### src/rtl/sha256_pkg.sv
// Shared SHA-256 constants and the digest writer state type.
package sha256_pkg;
   localparam int DIGEST_WIDTH     = 256;
   localparam int WORD_WIDTH       = 32;
   localparam int NUM_DIGEST_WORDS = 8;

   typedef enum logic [1:0] {
      IDLE  = 2'd0,
      WRITE = 2'd1,
      DONE  = 2'd2
   } writer_state_e;
endpackage

### src/rtl/sha256_digest_writer.sv
// Writes a captured 256-bit SHA-256 digest as eight big-endian 32-bit words
// to the output SRAM, then pulses write_complete for one cycle.
module sha256_digest_writer #(
   parameter int ADDR_WIDTH = 12,
   parameter int WORD_WIDTH = 32
) (
   input  logic                             clock,
   input  logic                             reset,
   input  logic                             digest_valid,
   input  logic [sha256_pkg::DIGEST_WIDTH-1:0] digest,
   input  logic [ADDR_WIDTH-1:0]            base_address,
   input  logic                             mem_ready,
   output logic                             mem_write_enable,
   output logic [ADDR_WIDTH-1:0]            mem_address,
   output logic [WORD_WIDTH-1:0]            mem_write_data,
   output logic                             busy,
   output logic                             write_complete
);
   import sha256_pkg::*;

   localparam int IDX_W = $clog2(NUM_DIGEST_WORDS);
   localparam logic [IDX_W-1:0] LAST_IDX = IDX_W'(NUM_DIGEST_WORDS - 1);

   writer_state_e           state_q, state_d;
   logic [IDX_W-1:0]        index_q, index_d;
   logic                    we_q, we_d;
   logic [ADDR_WIDTH-1:0]   addr_q, addr_d;
   logic [WORD_WIDTH-1:0]   data_q, data_d;
   logic                    complete_q, complete_d;
   logic [DIGEST_WIDTH-1:0] digest_q;
   logic [ADDR_WIDTH-1:0]   base_q;
   logic                    capture;
   logic [IDX_W-1:0]        next_index;
   logic [WORD_WIDTH-1:0]   next_word;

   assign next_index = index_q + 1'b1;

   // Word select for the word presented after the current one is accepted.
   always_comb begin
      next_word = '0;
      case (next_index)
         3'd0: next_word = digest_q[255:224];
         3'd1: next_word = digest_q[223:192];
         3'd2: next_word = digest_q[191:160];
         3'd3: next_word = digest_q[159:128];
         3'd4: next_word = digest_q[127:96];
         3'd5: next_word = digest_q[95:64];
         3'd6: next_word = digest_q[63:32];
         3'd7: next_word = digest_q[31:0];
         default: next_word = '0;
      endcase
   end

   always_comb begin
      state_d    = state_q;
      index_d    = index_q;
      we_d       = we_q;
      addr_d     = addr_q;
      data_d     = data_q;
      complete_d = 1'b0;
      capture    = 1'b0;
      case (state_q)
         IDLE: begin
            if (digest_valid) begin
               // Word 0 comes straight from the inputs so it is on the bus next cycle.
               capture = 1'b1;
               state_d = WRITE;
               index_d = '0;
               we_d    = 1'b1;
               addr_d  = base_address;
               data_d  = digest[DIGEST_WIDTH-1 -: WORD_WIDTH];
            end
         end
         WRITE: begin
            if (we_q && mem_ready) begin
               if (index_q == LAST_IDX) begin
                  state_d    = DONE;
                  we_d       = 1'b0;
                  complete_d = 1'b1;
               end else begin
                  index_d = next_index;
                  addr_d  = base_q + ADDR_WIDTH'(next_index);
                  data_d  = next_word;
               end
            end
         end
         DONE: begin
            state_d = IDLE;
            index_d = '0;
         end
         default: state_d = IDLE;
      endcase
   end

   always_ff @(posedge clock or negedge reset) begin
      if (!reset) begin
         state_q    <= IDLE;
         index_q    <= '0;
         we_q       <= 1'b0;
         addr_q     <= '0;
         data_q     <= '0;
         complete_q <= 1'b0;
      end else begin
         state_q    <= state_d;
         index_q    <= index_d;
         we_q       <= we_d;
         addr_q     <= addr_d;
         data_q     <= data_d;
         complete_q <= complete_d;
      end
   end

   always_ff @(posedge clock) begin
      if (capture) begin
         digest_q <= digest;
         base_q   <= base_address;
      end
   end

   assign mem_write_enable = we_q;
   assign mem_address      = addr_q;
   assign mem_write_data   = data_q;
   assign busy             = (state_q != IDLE);
   assign write_complete   = complete_q;
endmodule

### config.mk
export PLATFORM = sky130hd
export DESIGN_NAME = sha256_digest_writer
export DESIGN_NICKNAME = d
export VERILOG_FILES = /design/src/rtl/sha256_pkg.sv /design/src/rtl/sha256_digest_writer.sv
export SDC_FILE = /design/constraint.sdc
export NUM_CORES = 1
export LEC_CHECK = 0
export CAP_MARGIN = 25
export CORE_MARGIN = 2
export CORE_UTILIZATION = 35
export DETAILED_ROUTE_END_ITERATION = 6
export GPL_ROUTABILITY_DRIVEN = 0
export SYNTH_ARGS = -nofsm -noshare
export SYNTH_HDL_FRONTEND = slang
export SYNTH_SLANG_ARGS = --single-unit
### constraint.sdc
create_clock -name clock -period 9.7 [get_ports clock]
set_input_delay 1.94 -clock clock [delete_from_list [all_inputs] [get_ports clock]]
set_output_delay 1.94 -clock clock [all_outputs]
set_load 0.02 [all_outputs]
==> flow_metrics.py <==
metrics = {
    "timing": {
        "slew_violations": 0,
        "maxSlewHeadroom_pct": 35.7,
        "worst_pin_slew_ns": 0.964,
        "tns_ns": 0,
        "finalCritPeriodShare_pct": 46.1,
        "fmax_ghz": 0.223,
        "layout_min_cycle_time_ns": 4.47,
        "fin_ws_ns": 5.23,
        "final-setup-viol-count": 0,
        "finalHoldViolations": 0,
        "rsz0062_at_grt": "false",
        "fin_skew_ns": 0.0140,
    },
    "min_path": {
        "hold_path_class": "register to register",
    },
    "die": {
        "die-area_um2": 38100,
        "die_h_um": 195,
        "die_width_um": 195,
        "initial_core_util_pct": 35.2,
        "design.core.area_um2": 36300,
        "rows": 70,
        "io_pins": 319,
    },
    "layout": {
        "final_nets": 1438,
        "fill_cells": 3145,
        "area_growth_syn_to_layout_pct": 37.7,
        "final_cells": 1652,
        "drive_gt1_share_pct": 11.1,
    },
    "power": {
        "p_per_area_nw_per_um2": 270,
        "ir_drop_mv": 0.154,
        "p_leak_nw": 6.02,
    },
    "grt": {
        "antenna_found_initial": 2,
        "grt-ovfl-total": 0,
        "first_global_vias": 8886,
        "grt_max_degree": 139,
        "grt.total_usage_pct": 19.3,
        "grt_pass1_wl_um": 54700,
    },
    "route": {
        "totalWireLength_um": 37000,
        "drt-initial-drc-count": 553,
        "avgViaCountPerCell": 5.16,
        "dr.pass1.iters": 6,
        "final_antenna_net_count": 0,
        "num_vias": 8517,
        "wire_per_inst_um": 22.4,
        "drcViolationCount": 0,
    },
    "yosys": {
        "synth-adder-area-share_pct": 1.04,
        "synth-xor-area-share_pct": 0.274,
        "syn_nets": 1124,
        "synth_area_per_cell_um2": 15.2,
        "yosys.area_share.simple_pct": 7.74,
        "synth.cell_area_um2": 12800,
        "syn_inst": 842,
        "synthArstFlopShare_pct": 16.0,
        "ys_types": 50,
        "synth-main-ff-cell": "edfxtp_1",
        "synth_compound_area_share_pct": 11.5,
        "synth_edf_count": 268,
        "synth_top_family_by_area": "compound AO/OA/AOI/OAI gates",
        "muxShareOfSynthArea_pct": 4.39,
        "ys_ff_latch": 319,
        "seq_area_frac_synth_pct": 72.9,
        "yosysWarnings": 0,
    },
    "worst_setup_path": {
        "crit_arrival_ns": 4.62,
        "cp_max_fo": 138,
        "required_ns": 9.85,
        "critPathKind": "input port to register",
        "end_kind": "register",
        "worstSetupStartpointType": "input port",
    },
    "cts": {
        "cts_resized": 0,
        "cts_tree": "done",
        "path_clk_slew_ns": 0.05,
        "clk_path_buf_depth": 3,
        "hold_buffers": 0,
        "insertion_delay_ns": 0.53,
        "cts.sinks": 319,
        "cts_root_buf": "clkbuf_16",
        "htree_levels": 2,
        "numCtsBuffers": 37,
        "cts_setup_buffers": 0,
    },
    "placed_design": {
        "io_buffers": 318,
        "post-place-ws_ns": 4.80,
        "place_hpwl_um": 24100,
        "placedCellCount": 1583,
    },
    "run": {
        "maxCapViolations": 0,
    },
    "run_status": {
        "outcome": "complete, no violations",
    },
}
[cells in the mapped netlist, types with 2 or more instances]
| cell type | number | share of area [%] |
|---|---|---|
| a221oi_1 | 14 | 0.96 |
| o41ai_1 | 11 | 0.75 |
| a221o_1 | 19 | 1.5 |
| nand4_1 | 6 | 0.29 |
| a22oi_1 | 27 | 1.6 |
| nand2_1 | 57 | 1.7 |
| nor2b_1 | 25 | 1.2 |
| buf_4 | 4 | 0.23 |
| a21o_1 | 6 | 0.35 |
| o21ai_1 | 9 | 0.35 |
| a222oi_1 | 18 | 1.4 |
| o21ai_0 | 21 | 0.82 |
| xor2_1 | 3 | 0.21 |
| ha_1 | 9 | 0.88 |
| clkbuf_1 | 30 | 0.88 |
| dfrtp_1 | 51 | 10 |
| nand2b_1 | 2 | 0.098 |
| mux2_2 | 49 | 4.3 |
| inv_1 | 5 | 0.15 |
| o221a_2 | 3 | 0.26 |
| a32o_1 | 9 | 0.70 |
| or3_1 | 3 | 0.15 |
| nor3_1 | 26 | 1.0 |
| a211oi_1 | 3 | 0.18 |
| and3_1 | 3 | 0.15 |
| a21oi_1 | 39 | 1.5 |
| buf_2 | 21 | 0.82 |
| nor3_2 | 3 | 0.23 |
| edfxtp_1 | 268 | 63 |
| o31ai_1 | 4 | 0.23 |
| nor4_1 | 23 | 1.1 |
| a22o_1 | 4 | 0.27 |
| nand3_1 | 8 | 0.31 |
| nor2_1 | 38 | 1.1 |
| a31oi_1 | 6 | 0.29 |
[final cells by class]
| cell class | count | area (µm²) | area share [%] |
|---|---|---|---|
| clock inverter | 8 | 40.0 | 0.227 |
| tap | 468 | 586 | 3.32 |
| antenna | 3 | 7.51 | 0.0426 |
| inverter | 5 | 26.3 | 0.149 |
| multi-input combinational | 462 | 3240 | 18.4 |
| clock buffer | 56 | 1090 | 6.18 |
| timing repair buffer | 331 | 3310 | 18.8 |
| sequential | 319 | 9320 | 52.9 |
[stage by stage]
step / power (mW) / hold WS (ns) / util [%] / area [µm²]
after floorplan: 2.79 / 0.477 / - / 12800
after global placement: 3.49 / 0.455 / 45.2 / 16400
after detailed placement: 3.51 / 0.468 / 45.3 / 16500
after CTS: 4.83 / 0.484 / 48.4 / 17600
after global routing: 5.02 / 0.503 / 48.5 / 17600
final: 4.76 / 0.482 / 48.5 / 17600
[routing by layer]
metal | vias to the layer above | GRT usage, % | wire length [µm]
met1 | 4138 | 23.2 | 14800
met2 | 323 | 32.4 | 17900
met5 | - | 0 | 16
met3 | 47 | 6.46 | 3420
met4 | 2 | 6.90 | 955
li1 | 4007 | - | -
[worst paths after layout]
path / from / to / slack (ns) / cells past startpoint
worst min register to register: mem_write_data[25]$_DFFE_PN0P_ / mem_write_data[25]$_DFFE_PN0P_ / 0.48 / 2
worst max-delay path: digest_valid / digest_q[205]$_DFFE_PP_ / 5.23 / 4
min in group asynchronous: reset / mem_write_data[14]$_DFFE_PN0P_ / 1.59 / 2
worst max register to register: state_q[0]$_DFFE_PN0P_ / digest_q[205]$_DFFE_PP_ / 5.94 / 4
worst min-delay path: mem_write_data[25]$_DFFE_PN0P_ / mem_write_data[25]$_DFFE_PN0P_ / 0.48 / 2
max in group asynchronous: reset / mem_write_data[20]$_DFFE_PN0P_ / 7.57 / 2
[power by group]
part,leakage [nW],switching [mW],internal (mW),total [mW]
clock network,0.556,0.532,0.771,1.30
logic,2.42,1.00,0.743,1.75
registers,3.04,0.0764,1.64,1.71
total,6.02,1.61,3.15,4.76
[registers in the layout, summed over array words and instances (netlist names)]
signal and count:
digest_q 256, mem_write_data 32, base_q 12, mem_address 12, index_q 3, state_q 2
mem_write_enable 1, write_complete 1
[layout by cell type, fill, tap and decap left out, types with 11 or more instances in the layout]
master           Yosys  layout
a21oi_1             39      38
a221o_1             19      19
a221oi_1            14      14
a222oi_1            18      18
a22oi_1             27      27
clkbuf_1            30      11
clkbuf_16            0      38
clkdlybuf4s50_1      0     317
dfrtp_1             51      51
edfxtp_1           268     268
mux2_2              49      49
nand2_1             57      57
nor2_1              38      38
nor2b_1             25      24
nor3_1              26      26
nor4_1              23      22
o21ai_0             21      21
o41ai_1             11      11
[worst max-delay path: stages]
cell,delay (ns)
clkdlybuf4s50_1,0.50
nand3_1,0.42
inv_8,0.80
buf_12,0.61
[logic make-up (layout without fill, tap and decap cells)]
family / count (synthesis) / count (layout)
adder cells (fa/ha/maj): 10 / 10
multiplexers: 50 / 50
flip-flops: 319 / 319
buffers and inverters: 61 / 400
AO/OA/AOI/OAI: 198 / 198
XOR/XNOR: 4 / 4
AND/OR/NAND/NOR: 200 / 200
other: 0 / 3
(Power assumes the default switching activity.)
